## config.mk

```make
export PLATFORM = sky130hd
export DESIGN_NAME = hex_scan_ctrl
export DESIGN_NICKNAME = d
export VERILOG_FILES = /design/src/rtl/disp_pkg.sv /design/src/rtl/scan_prescaler.sv /design/src/rtl/hex_scan_ctrl.sv
export SDC_FILE = /design/constraint.sdc
export NUM_CORES = 1
export LEC_CHECK = 0
export CORE_UTILIZATION = 50
export DETAILED_ROUTE_END_ITERATION = 12
export GPL_TIMING_DRIVEN = 0
export PLACE_DENSITY = 0.75
export SYNTH_ARGS = -nofsm -noshare
export SYNTH_HDL_FRONTEND = slang
export SYNTH_SLANG_ARGS = --single-unit
```

## constraint.sdc

```tcl
create_clock -name clk -period 4.03 [get_ports clk]
set_clock_uncertainty 0.15 [all_clocks]
set_input_delay 1.0075 -clock clk [delete_from_list [all_inputs] [get_ports clk]]
set_output_delay 1.0075 -clock clk [all_outputs]
set_load 0.005 [all_outputs]
```

## src/rtl/disp_pkg.sv

```systemverilog
// Shared constants and types for the seven-segment scan controller.
// Digit 0 is the rightmost digit; all pin-level polarities are active-low.
package disp_pkg;

    localparam int         NUM_DIG    = 4;
    localparam logic [7:0] SSEG_BLANK = 8'hFF;
    localparam logic [3:0] AN_OFF     = 4'hF;

    typedef logic [1:0] digit_sel_t;

    localparam digit_sel_t LAST_DIG = digit_sel_t'(NUM_DIG - 1);

    // Active-low anode pattern that lights only the selected digit.
    function automatic logic [3:0] anode_for(input digit_sel_t sel);
        return ~(4'b0001 << sel);
    endfunction

endpackage

```

## src/rtl/scan_prescaler.sv

```systemverilog
// Free-running N-bit prescaler; tick marks the last clock of each scan slot.
module scan_prescaler #(
    parameter int N = 18
) (
    input  logic clk,
    input  logic reset,
    output logic tick
);

    logic [N-1:0] q_q;
    logic [N-1:0] q_d;

    assign q_d  = q_q + N'(1);
    assign tick = &q_q;

    always_ff @(posedge clk or posedge reset) begin
        if (reset) begin
            q_q <= '0;
        end else begin
            q_q <= q_d;
        end
    end

endmodule

```

## src/rtl/hex_scan_ctrl.sv

```systemverilog
// Four-digit multiplexed seven-segment scanner sharing one external hex ROM.
// Display data is double-buffered and swapped only at the frame boundary.
module hex_scan_ctrl
    import disp_pkg::*;
#(
    parameter int N = 18
) (
    input  logic        clk,
    input  logic        reset,
    input  logic        wr,
    input  logic [15:0] hex_in,
    input  logic [3:0]  dp_in,
    input  logic [3:0]  en_in,
    output logic [3:0]  rom_addr,
    input  logic [6:0]  rom_data,
    output logic [3:0]  an,
    output logic [7:0]  sseg,
    output logic        frame_tick,
    output digit_sel_t  dbg_sel,
    output logic        dbg_pending
);

    logic        tick;
    logic        boundary;

    digit_sel_t  sel_q, sel_d;
    logic [15:0] hex_s_q, hex_s_d;
    logic [3:0]  dp_s_q, dp_s_d;
    logic [3:0]  en_s_q, en_s_d;
    logic [15:0] hex_a_q, hex_a_d;
    logic [3:0]  dp_a_q, dp_a_d;
    logic [3:0]  en_a_q, en_a_d;
    logic        pending_q, pending_d;
    logic [3:0]  an_q, an_d;
    logic [7:0]  sseg_q, sseg_d;
    logic        frame_tick_q, frame_tick_d;

    scan_prescaler #(.N(N)) u_prescaler (
        .clk   (clk),
        .reset (reset),
        .tick  (tick)
    );

    assign boundary = tick && (sel_q == LAST_DIG);

    always_ff @(posedge clk or posedge reset) begin
        if (reset) begin
            sel_q        <= '0;
            hex_s_q      <= '0;
            dp_s_q       <= '0;
            en_s_q       <= '0;
            hex_a_q      <= '0;
            dp_a_q       <= '0;
            en_a_q       <= '0;
            pending_q    <= 1'b0;
            an_q         <= AN_OFF;
            sseg_q       <= SSEG_BLANK;
            frame_tick_q <= 1'b0;
        end else begin
            sel_q        <= sel_d;
            hex_s_q      <= hex_s_d;
            dp_s_q       <= dp_s_d;
            en_s_q       <= en_s_d;
            hex_a_q      <= hex_a_d;
            dp_a_q       <= dp_a_d;
            en_a_q       <= en_a_d;
            pending_q    <= pending_d;
            an_q         <= an_d;
            sseg_q       <= sseg_d;
            frame_tick_q <= frame_tick_d;
        end
    end

    // wr is a single-cycle strobe with no back-pressure: every asserted cycle
    // is accepted, and the last write before a boundary is the one displayed.
    always_comb begin
        sel_d        = tick ? sel_q + digit_sel_t'(1) : sel_q;
        hex_s_d      = hex_s_q;
        dp_s_d       = dp_s_q;
        en_s_d       = en_s_q;
        hex_a_d      = hex_a_q;
        dp_a_d       = dp_a_q;
        en_a_d       = en_a_q;
        pending_d    = pending_q;
        frame_tick_d = boundary;

        if (wr) begin
            hex_s_d   = hex_in;
            dp_s_d    = dp_in;
            en_s_d    = en_in;
            pending_d = 1'b1;
        end

        // A write landing on the boundary itself bypasses the shadow stage.
        if (boundary) begin
            if (wr) begin
                hex_a_d   = hex_in;
                dp_a_d    = dp_in;
                en_a_d    = en_in;
                pending_d = 1'b0;
            end else if (pending_q) begin
                hex_a_d   = hex_s_q;
                dp_a_d    = dp_s_q;
                en_a_d    = en_s_q;
                pending_d = 1'b0;
            end
        end
    end

    // The tick cycle is always blanked so the previous digit's pattern never
    // bleeds onto the next anode while the ROM address changes.
    always_comb begin
        an_d   = AN_OFF;
        sseg_d = SSEG_BLANK;
        if (!tick && en_a_q[sel_q]) begin
            an_d   = anode_for(sel_q);
            sseg_d = {~dp_a_q[sel_q], rom_data};
        end
    end

    assign rom_addr    = hex_a_q[{sel_q, 2'b00} +: 4];
    assign an          = an_q;
    assign sseg        = sseg_q;
    assign frame_tick  = frame_tick_q;
    assign dbg_sel     = sel_q;
    assign dbg_pending = pending_q;

endmodule

```

======== After elaboration in Yosys (flattened, before gate mapping) ========
Cells that the tools add are included.
storage, ports and cells
  register bits ........................... 82
  bits in latches ......................... 0
  bits in writable memories ............... 0
  bits in read-only memories .............. 0
  input port bits ......................... 34
  output and inout port bits .............. 20
  word-level logic and storage cells ...... 42
  memories ................................ 0
operators by class
  $add $sub $neg .......................... 2
  $mul .................................... 0
  divide/modulo/power cells ............... 0
  magnitude comparators ................... 1
  equality and inequality tests ........... 1
  shifts and indexed selects .............. 2
  muxes and demuxes ....................... 16
  bitwise gates (word level) .............. 2
  reductions and logical operators ........ 6
operators with widths
  operator               count
  $mux 16                2
  $mux 4                 5
  $add 18x1->18 const B  1
  $reduce_and 18->1      1
  $shiftx 16x5->4        1
  $mux 8                 1
  $mux 1                 6
  $bmux 1 s2             2
  $not 4->4              1
  $shl 1x2->4 const A    1
  $lt 2x3->1 const B     1
  $add 2x1->2 const B    1
  $eq 2x2->1 const B     1
  $logic_and 1x1->1      2
  $reduce_and 2->1       1
  $reduce_bool 2->1      1
  $logic_not 1->1        1
  $not 1->1              1

======== Depth between registers and ports, before layout ========
Gate-level depths: netlist of the first run.
  depth after elaboration ................. 4
  depth in mapped cells ................... 6
  depth with buffers taken out ............ 5

======== Modules after synthesis ========
Synthesis of the first run repeated with hierarchy kept, for this count alone.
second synthesis, totals
  cells, all modules ...................... 223
  area total of the unflattened synthesis .. 3528.4 um^2
modules (own cells, without submodules)
  module          times used  cells an instance  area an instance (um^2)  seq. area each (um^2)
  hex_scan_ctrl   1           156                2726.4                   1616.6
  scan_prescaler  1           67                 802.0                    450.4

======== Least setup slack after synthesis of the first run ========
No wires, ideal clock.
  path type ............................... input port to flip-flop
  from .................................... input wr
  to ...................................... register dp_a_q[0]
  library setup time ...................... 0.125 ns
  arrival ................................. 2.222 ns
  required time ........................... 3.755 ns
  setup slack ............................. 1.532 ns
  stages on the path ...................... 4
  buffers on the path ..................... 2
  cell sequence ........................... clkbuf_1 -> buf_1 -> mux2_2 -> mux2_4
on the way
  word-level cells in the longest chain between the ends .. 2
  elaborated cells on any way between the ends .. 3
  those cells by class .................... mux (1); reduce/logical (2)
RTL lines
  item                         RTL line             RTL
  start: declaration           hex_scan_ctrl.sv:10  input logic wr,
  $reduce_bool 2->1 (no line)  n/a
  $reduce_and 2->1 (no line)   n/a
  end signal: assignment       hex_scan_ctrl.sv:65  dp_a_q <= dp_a_d;
  end: declaration             hex_scan_ctrl.sv:31  logic [3:0] dp_a_q, dp_a_d;
Parallel ways exist; a longest one is shown, timed or not.
A chain may end at the register's enable or synchronous reset.

======== Worst setup path in the final report of the first run ========
  from .................................... register sel_q[0] (netlist: dbg_sel[0])
  to ...................................... output rom_addr[1]
on the way
  word-level cells in the longest chain between the ends .. 1
RTL lines
  item                      RTL line              RTL
  start: declaration        hex_scan_ctrl.sv:26   digit_sel_t sel_q, sel_d;
  start signal: assignment  hex_scan_ctrl.sv:60   sel_q <= sel_d;
  $shiftx 16x5->4           hex_scan_ctrl.sv:121  assign rom_addr = hex_a_q[{sel_q, 2'b00} +: 4];
  end: declaration          hex_scan_ctrl.sv:14   output logic [3:0] rom_addr,
Every way passes these cells.

==> metrics.md, run 1 <==
| Metric | Value |
|---|---|
| RSZ-0062 raised after global routing | `false` |
| Fin crit period | `3.255 ns` |
| Nets | `320` |
| Worst-path clk slew | `around 0.09 ns` |
| Final Power | `about 1700 µW` |
| DRT iter0 DRCs | `75` |
| Largest net degree at the start of global routing | `66` |
| Area growth syn-to-layout | `26.63%` |
| Most common cell in the netlist | `dfrtp_1` |
| Routability cong. | `approximately 0.75` |
| Top cell family by delay on the critical path | `buffers and inverters` |
| CORE AREA | `6422 µm²` |
| Fill cells | `between 400 and 500` |
| Routed WL | `between 5000 and 6000 µm` |
| Yosys reg bits | `slightly above 80` |
| Critical path, cell by cell | `buf_2, mux4_2, clkdlybuf4s50_1` |
| Synth top area cells | `dfrtp_1 52%, dfstp_2 9.3%, mux2_2 9.3%` |
| Initial antenna violation count | `0` |
| Worst setup path class | `flop to primary output` |
| CP max stage cell | `mux4_2` |
| Min-delay src | `u_prescaler.q_q[17]` |
| Fin crit share | `0.8078` |
| ANT cells | `0` |
| Post-CTS sizing | `0` |
| Post-synthesis cell type count | `28` |
| DIE HEIGHT | `roughly 84 µm` |
| Worst R2R Start | `u_prescaler.q_q[0]` |
| Drt wl/cell | `between 15 and 20 µm` |
| Post-synth EDFFs | `0` |
| Pre-Repair DR Iteration Count | `8` |
| Lkg Pwr | `a little over 0.002 µW` |
| Total gr overflow | `0` |
| Sequential Area | `2067 µm²` |
| Top Ports | `54` |
| Mapped Avg Cell Area | `about 16 µm²` |
| Share of the synthesized area in the top cell type | `0.5193` |
| Hold Violations, Final | `0` |
| Via count | `roughly 1900` |
| Root buf cell | `clkbuf_8` |
| First-pass GRT wire length | `slightly above 10000 µm` |
| Worst-path maximum fanout | `7` |
| CP endpoint kind | `primary output` |
| Hpwl dp | `approximately 4000 µm` |
| H-tree Lvls | `3` |
| Post-synthesis cell count | `roughly 220` |
| Final slew viol count | `0` |
| Port buffer count | `52` |
| Max-slew headroom | `0.5651` |
| Pwr/cell area | `roughly 390 nW/µm²` |
| Clock Latency Late Sink | `about 0.35 ns` |
| Slew @ Worst Pin | `about 0.65 ns` |
| Non-filler cells, final | `363` |
| Violated checks | `DRC` |
| Peak Freq | `just over 0.3 GHz` |
| Cell count along the critical path | `3` |
| Slowest stage delay, CP | `0.56 ns` |
| Critical Path Source Type | `flop` |
| Commonest cells post-synth | `70 x dfrtp_1, 28 x mux2_2, 20 x mux2_4` |
| Hold-fix buffers, CTS | `0` |
| Die area | `7079 µm²` |
| Synth area leader | `dfrtp_1` |
| GRT Total Usage | `0.1893` |
| Num CTS Buffers | `9` |
| Max-cap violation count | `0` |
| # Post-CTS Setup Buffers | `0` |
| Detail Route Antenna Nets | `0` |
| Fin area | `roughly 4300 µm²` |
| DR vias/cell | `around 5.2` |
| Dpl cell area | `4020 µm²` |
| CTS max path bufs | `2` |
| Core occupancy in the finished layout | `0.6651` |
| R2R depth | `6` |
| Initial Util | `0.5252` |
| Register area share after synthesis | `0.6128` |
| Footprint of the multi-input gates | `between 1000 and 1500 µm²` |
| Status | `complete, but fails checks` |
| CP Launch Point | `dbg_sel[0]` |
| Vias in the first global route | `about 2000` |
| Placed instance count | `347` |
| Arrival @ worst endpoint | `approximately 2.1 ns` |
| Worst path required time | `2.87 ns` |
| Async S/R FF share, synth | `1.000` |
| VDD IR max | `between 0.2 and 0.25 mV` |
| CP Buf/Inv Count | `2` |
| Site row count | `29` |
| TritonCTS clock tree | `yes` |
| Syn Std Cell Area | `about 3400 µm²` |
| Worst hold stages | `1` |
| Fraction of layout cells with a size suffix above 1 | `0.3182` |
| Worst hold path type | `flop to flop` |
| Final Setup Violations | `0` |
| Main synth FF type | `dfrtp_1` |
| YS warnings | `0` |
| Syn_nets | `between 200 and 300` |
| Clock net sink count | `just over 80` |
| Die width | `roughly 84 µm` |
| DRC errors left | `8` |
through the flow:
stage	hold slack (ns)	setup slack [ns]	setup TNS [ns]
after floorplan	0.2844	0.7839	0
after global placement	0.3025	-0.4246	-29.49
after detailed placement	0.3074	1.148	0
after CTS	0.3240	0.7526	0
after global routing	0.3464	0.6933	0
final	0.3186	0.7746	0
cells by family after synthesis:
logic type | after synthesis | synth area share
AO/OA/AOI/OAI | 2 | 0.003709
XOR/XNOR | 17 | 0.04414
adder cells (fa/ha/maj) | 5 | 0.01855
buffers and inverters | 13 | 0.01966
flip-flops | 82 | 0.6128
multiplexers | 54 | 0.2226
AND/OR/NAND/NOR | 44 | 0.07864
sequential cells by signal, indices dropped and copies added (netlist names):
signal           cells
dbg_sel              2
dp_a_q               4
an                   4
hex_s_q             16
dbg_pending          1
sseg                 8
frame_tick           1
en_s_q               4
hex_a_q             16
u_prescaler.q_q     18
en_a_q               4
dp_s_q               4
cells in the final DEF, fill, tap and decap left out, types with 5 or more instances in the layout:
master,n
nor2_1,7
xor2_1,9
mux2_4,20
clkdlybuf4s50_1,52
nand3_1,6
nand2_1,10
dfstp_2,12
dfrtp_1,70
ha_1,5
clkbuf_8,10
xnor2_1,8
nand2b_1,7
mux2_2,28
mux4_2,6
layout make-up:
cell class                 instances  area share
buffer                             8     0.01113
clock buffer                      10     0.03222
sequential                        82      0.4839
inverter                           5    0.004979
multi-input combinational        122      0.2903
timing repair buffer              53      0.1283
clock inverter                     6     0.02665
tap                               77     0.02255
worst reg2reg max path: stages, from the launching register on:
cell and delay (ns):
dfrtp_1 0.40, ha_1 0.22, nand4_1 0.19, nor3_4 0.32, nand4b_4 0.24, buf_6 0.23, mux2_4 0.31
layer usage:
layer / wire [µm] / global-route usage / share of wire
met5: 0 / 0 / 0
met4: 87 / 0.08621 / 0.015
met3: 225 / 0.04720 / 0.039
met2: 2819 / 0.2884 / 0.49
met1: 2642 / 0.2590 / 0.46
where the power goes:
part	switching [µW]	internal (µW)	total (µW)
clock	296	429	725
sequential	5.78	846	852
combinational	37.4	53.9	91.2
total	339	1330	1670
final timing paths:
kind                                             to  slack, ns
max in group asynchronous                   sseg[7]       2.31
worst max register to register           hex_a_q[7]       1.86
worst min register to register  u_prescaler.q_q[17]       0.32
min in group asynchronous               dbg_pending       0.78
worst min-delay path            u_prescaler.q_q[17]       0.32
worst max-delay path                    rom_addr[1]       0.77
No activity file was read; power rests on OpenSTA's default activity.
==> run 2, diff against run 1 <==
--- a/config.mk
+++ b/config.mk
@@ -5,10 +5,10 @@
 export SDC_FILE = /design/constraint.sdc
 export NUM_CORES = 1
 export LEC_CHECK = 0
-export CORE_UTILIZATION = 50
+export CORE_UTILIZATION = 48
 export DETAILED_ROUTE_END_ITERATION = 12
 export GPL_TIMING_DRIVEN = 0
-export PLACE_DENSITY = 0.75
+export PLACE_DENSITY = 0.76
 export SYNTH_ARGS = -nofsm -noshare
 export SYNTH_HDL_FRONTEND = slang
 export SYNTH_SLANG_ARGS = --single-unit
==> constraint.sdc (replaced) <==
create_clock -name clk -period 2.8 [get_ports clk]
set_clock_uncertainty 0.15 [all_clocks]
set_input_delay 0.7 -clock clk [delete_from_list [all_inputs] [get_ports clk]]
set_output_delay 0.7 -clock clk [all_outputs]
set_load 0.005 [all_outputs]
==> run 2 against run 1 <==
Via count down 1.1%. Critical endpoint is now rom_addr[0]. Clock-buffer cell count unchanged. The run now ends clean. Power up 37%.
==> metrics.md, run 2 (same netlist as run 1, synthesis figures left out) <==
| Metric | Value |
|---|---|
| Detail Route Antenna Nets | `0 (unchanged)` |
| Sequential power share | `0.534 (+0.023)` |
| Status | `complete, no violations` |
| Area growth syn-to-layout | `27.52%` |
| Final slew viol count | `0 (unchanged)` |
| Root buf cell | `clkbuf_8` |
| Critical Path Source Type | `flop` |
| Arrival @ worst endpoint | `1.85 ns (-0.25 ns)` |
| Initial antenna violation count | `0 (unchanged)` |
| Switching power | `493.7 µW (+46%)` |
| Hold Violations, Final | `0 (unchanged)` |
| Max-cap violation count | `0 (unchanged)` |
| Internal power | `1801 µW (+35%)` |
| Port buffer count | `52 (unchanged)` |
| Core occupancy in the finished layout | `0.6331 (-0.03196)` |
| Fin crit period | `2.703 ns` |
| DRT iter0 DRCs | `85 (+13%)` |
| Worst hold stages | `1 (unchanged)` |
| ANT cells | `0 (unchanged)` |
| Fin area | `4302 µm² (+0.70%)` |
| Endpoint, Worst Hold | `u_prescaler.q_q[0]` |
| Min-delay src | `u_prescaler.q_q[0]` |
| CORE AREA | `6794 µm² (+5.8%)` |
| Total gr overflow | `0 (unchanged)` |
| RSZ-0062 raised after global routing | `false` |
| Most flop-heavy register | `u_prescaler.q_q` |
| Final Power | `2295 µW (+37%)` |
| Peak Freq | `about 0.37 GHz` |
| Pwr/cell area | `533.4 nW/µm² (+37%)` |
| Drt wl/cell | `14.93 µm (-6.1%)` |
| Lkg Pwr | `0.002009 µW (-0.12%)` |
| TritonCTS clock tree | `yes` |
| Reg2reg end | `hex_a_q[2]` |
| Worst path required time | `1.95 ns (-0.92 ns)` |
| Nets | `323 (+0.94%)` |
| Worst-path maximum fanout | `7 (unchanged)` |
| GRT Total Usage | `0.1773 (-0.01195)` |
| Commonest non-fill, non-tap cells in the layout | `70 x dfrtp_1, 52 x clkdlybuf4s50_1, 28 x mux2_2` |
| DR vias/cell | `4.870 (-6.7%)` |
| Die width | `85.83 µm (+2.0%)` |
| Comb pwr share | `0.058 (+0.003)` |
| Clock net sink count | `82 (unchanged)` |
| DRC errors left | `0 (-8)` |
| Site row count | `30 (+3.4%)` |
| Routability cong. | `0.7517 (about the same)` |
| Pre-CTS setup slack | `0.2736 ns (-0.8744 ns)` |
| Worst hold path type | `flop to flop` |
| Worst R2R Start | `u_prescaler.q_q[0]` |
| Fraction of layout cells with a size suffix above 1 | `0.3253 (+0.007078)` |
| Hpwl dp | `4043 µm (+3.7%)` |
| R2R depth | `6 (unchanged)` |
| Top Ports | `54 (unchanged)` |
| Switching portion of total power | `0.2151 (+0.01186)` |
| Worst-path clk slew | `0.08 ns (about the same)` |
| Max-slew headroom | `0.5747 (+0.009560)` |
| Max reg flops | `18 (unchanged)` |
| Clock Latency Late Sink | `0.35 ns (about the same)` |
| Initial Util | `0.4965 (-0.02873)` |
| Routed WL | `5749 µm (-0.45%)` |
| Pre-Repair DR Iteration Count | `4 (-4)` |
| Dpl cell area | `4058 µm² (+0.93%)` |
| Setup TNS | `0 ns (unchanged)` |
| Worst setup path class | `flop to primary output` |
| Slew @ Worst Pin | `0.6380 ns (-0.01434 ns)` |
| Vias in the first global route | `2012 (-1.9%)` |
| First-pass GRT wire length | `9611 µm (-5.5%)` |
| Reg2reg setup slack | `0.63 ns (-1.23 ns)` |
| Commonest non-fill, non-tap cell in the layout | `dfrtp_1` |
| CTS max path bufs | `2 (unchanged)` |
| Clock power frac | `0.407 (-0.028)` |
| DIE HEIGHT | `85.83 µm (+2.0%)` |
| Final Worst Setup Slack | `0.09690 ns (-0.6777 ns)` |
| Final Setup Violations | `0 (unchanged)` |
| Die area | `7367 µm² (+4.1%)` |
| CP endpoint kind | `primary output` |
| Fin crit share | `0.9654` |
| Via count | `1875 (-1.1%)` |
| H-tree Lvls | `3 (unchanged)` |
| VDD IR max | `0.2256 mV (+8.9%)` |
| Largest registers | `u_prescaler.q_q: 18 flops, hex_a_q: 16 flops, hex_s_q: 16 flops` |
| Num CTS Buffers | `9 (unchanged)` |
| Largest net degree at the start of global routing | `40 (-39%)` |
-- run 2: power by group through the flow --
stage	clock network (µW)	registers, µW	logic (µW)
2_1_floorplan	0	1250	68.9
3_3_place_gp	0	1250	128
3_5_place_dp	0	1250	137
4_1_cts	948	1230	138
5_1_grt	1000	1230	148
6_report	934	1230	134
-- run 2: worst max-delay path, stage by stage (launching register included) --
cell	delay [ns]
dfrtp_1	0.38
buf_6	0.16
mux4_2	0.50
clkdlybuf4s50_1	0.46
-- run 2: final cells by class --
type | instances | area (µm²)
clock inverter | 6 | 91.34
multi-input combinational | 122 | 1240
buffer | 7 | 50.05
tap | 96 | 120.1
sequential | 82 | 2067
timing repair buffer | 57 | 583.1
fill | 505 | 2492
clock buffer | 10 | 127.6
inverter | 5 | 22.52
-- run 2: worst max-delay path by stage --
stage,start,cells after the start,end
6_report,dbg_sel[0],3,rom_addr[0]
5_1_grt,dbg_sel[0],3,rom_addr[1]
4_1_cts,dbg_sel[0],3,rom_addr[3]
3_5_place_dp,dbg_sel[0],3,rom_addr[3]
3_3_place_gp,reset,2,hex_s_q[4]
2_1_floorplan,wr,4,dp_a_q[0]
-- run 2: routing by layer --
layer  up-vias  GRT usage  wire length, µm
li1        882          -                -
met3        10    0.02984              148
met5         -          0                0
met4         0    0.09545              131
met1       944     0.2298             2584
met2        39     0.2880             2884
-- run 2: stage by stage --
step | cells | hold slack, ns
6_report | 385 | 0.3230
5_1_grt | 385 | 0.3368
2_1_floorplan | 217 | 0.2844
3_5_place_dp | 367 | 0.3104
3_3_place_gp | 365 | 0.3014
4_1_cts | 383 | 0.3231
-- run 2: repair_timing --
item                                    in CTS  in global routing
hold buffers                                 0                  0
buffers inserted                             1                  2
gates resized for setup                      2                  0
gates cloned                                 0                  0
endpoints found under the setup margin       4                  2
endpoints found under the hold margin        0                  0
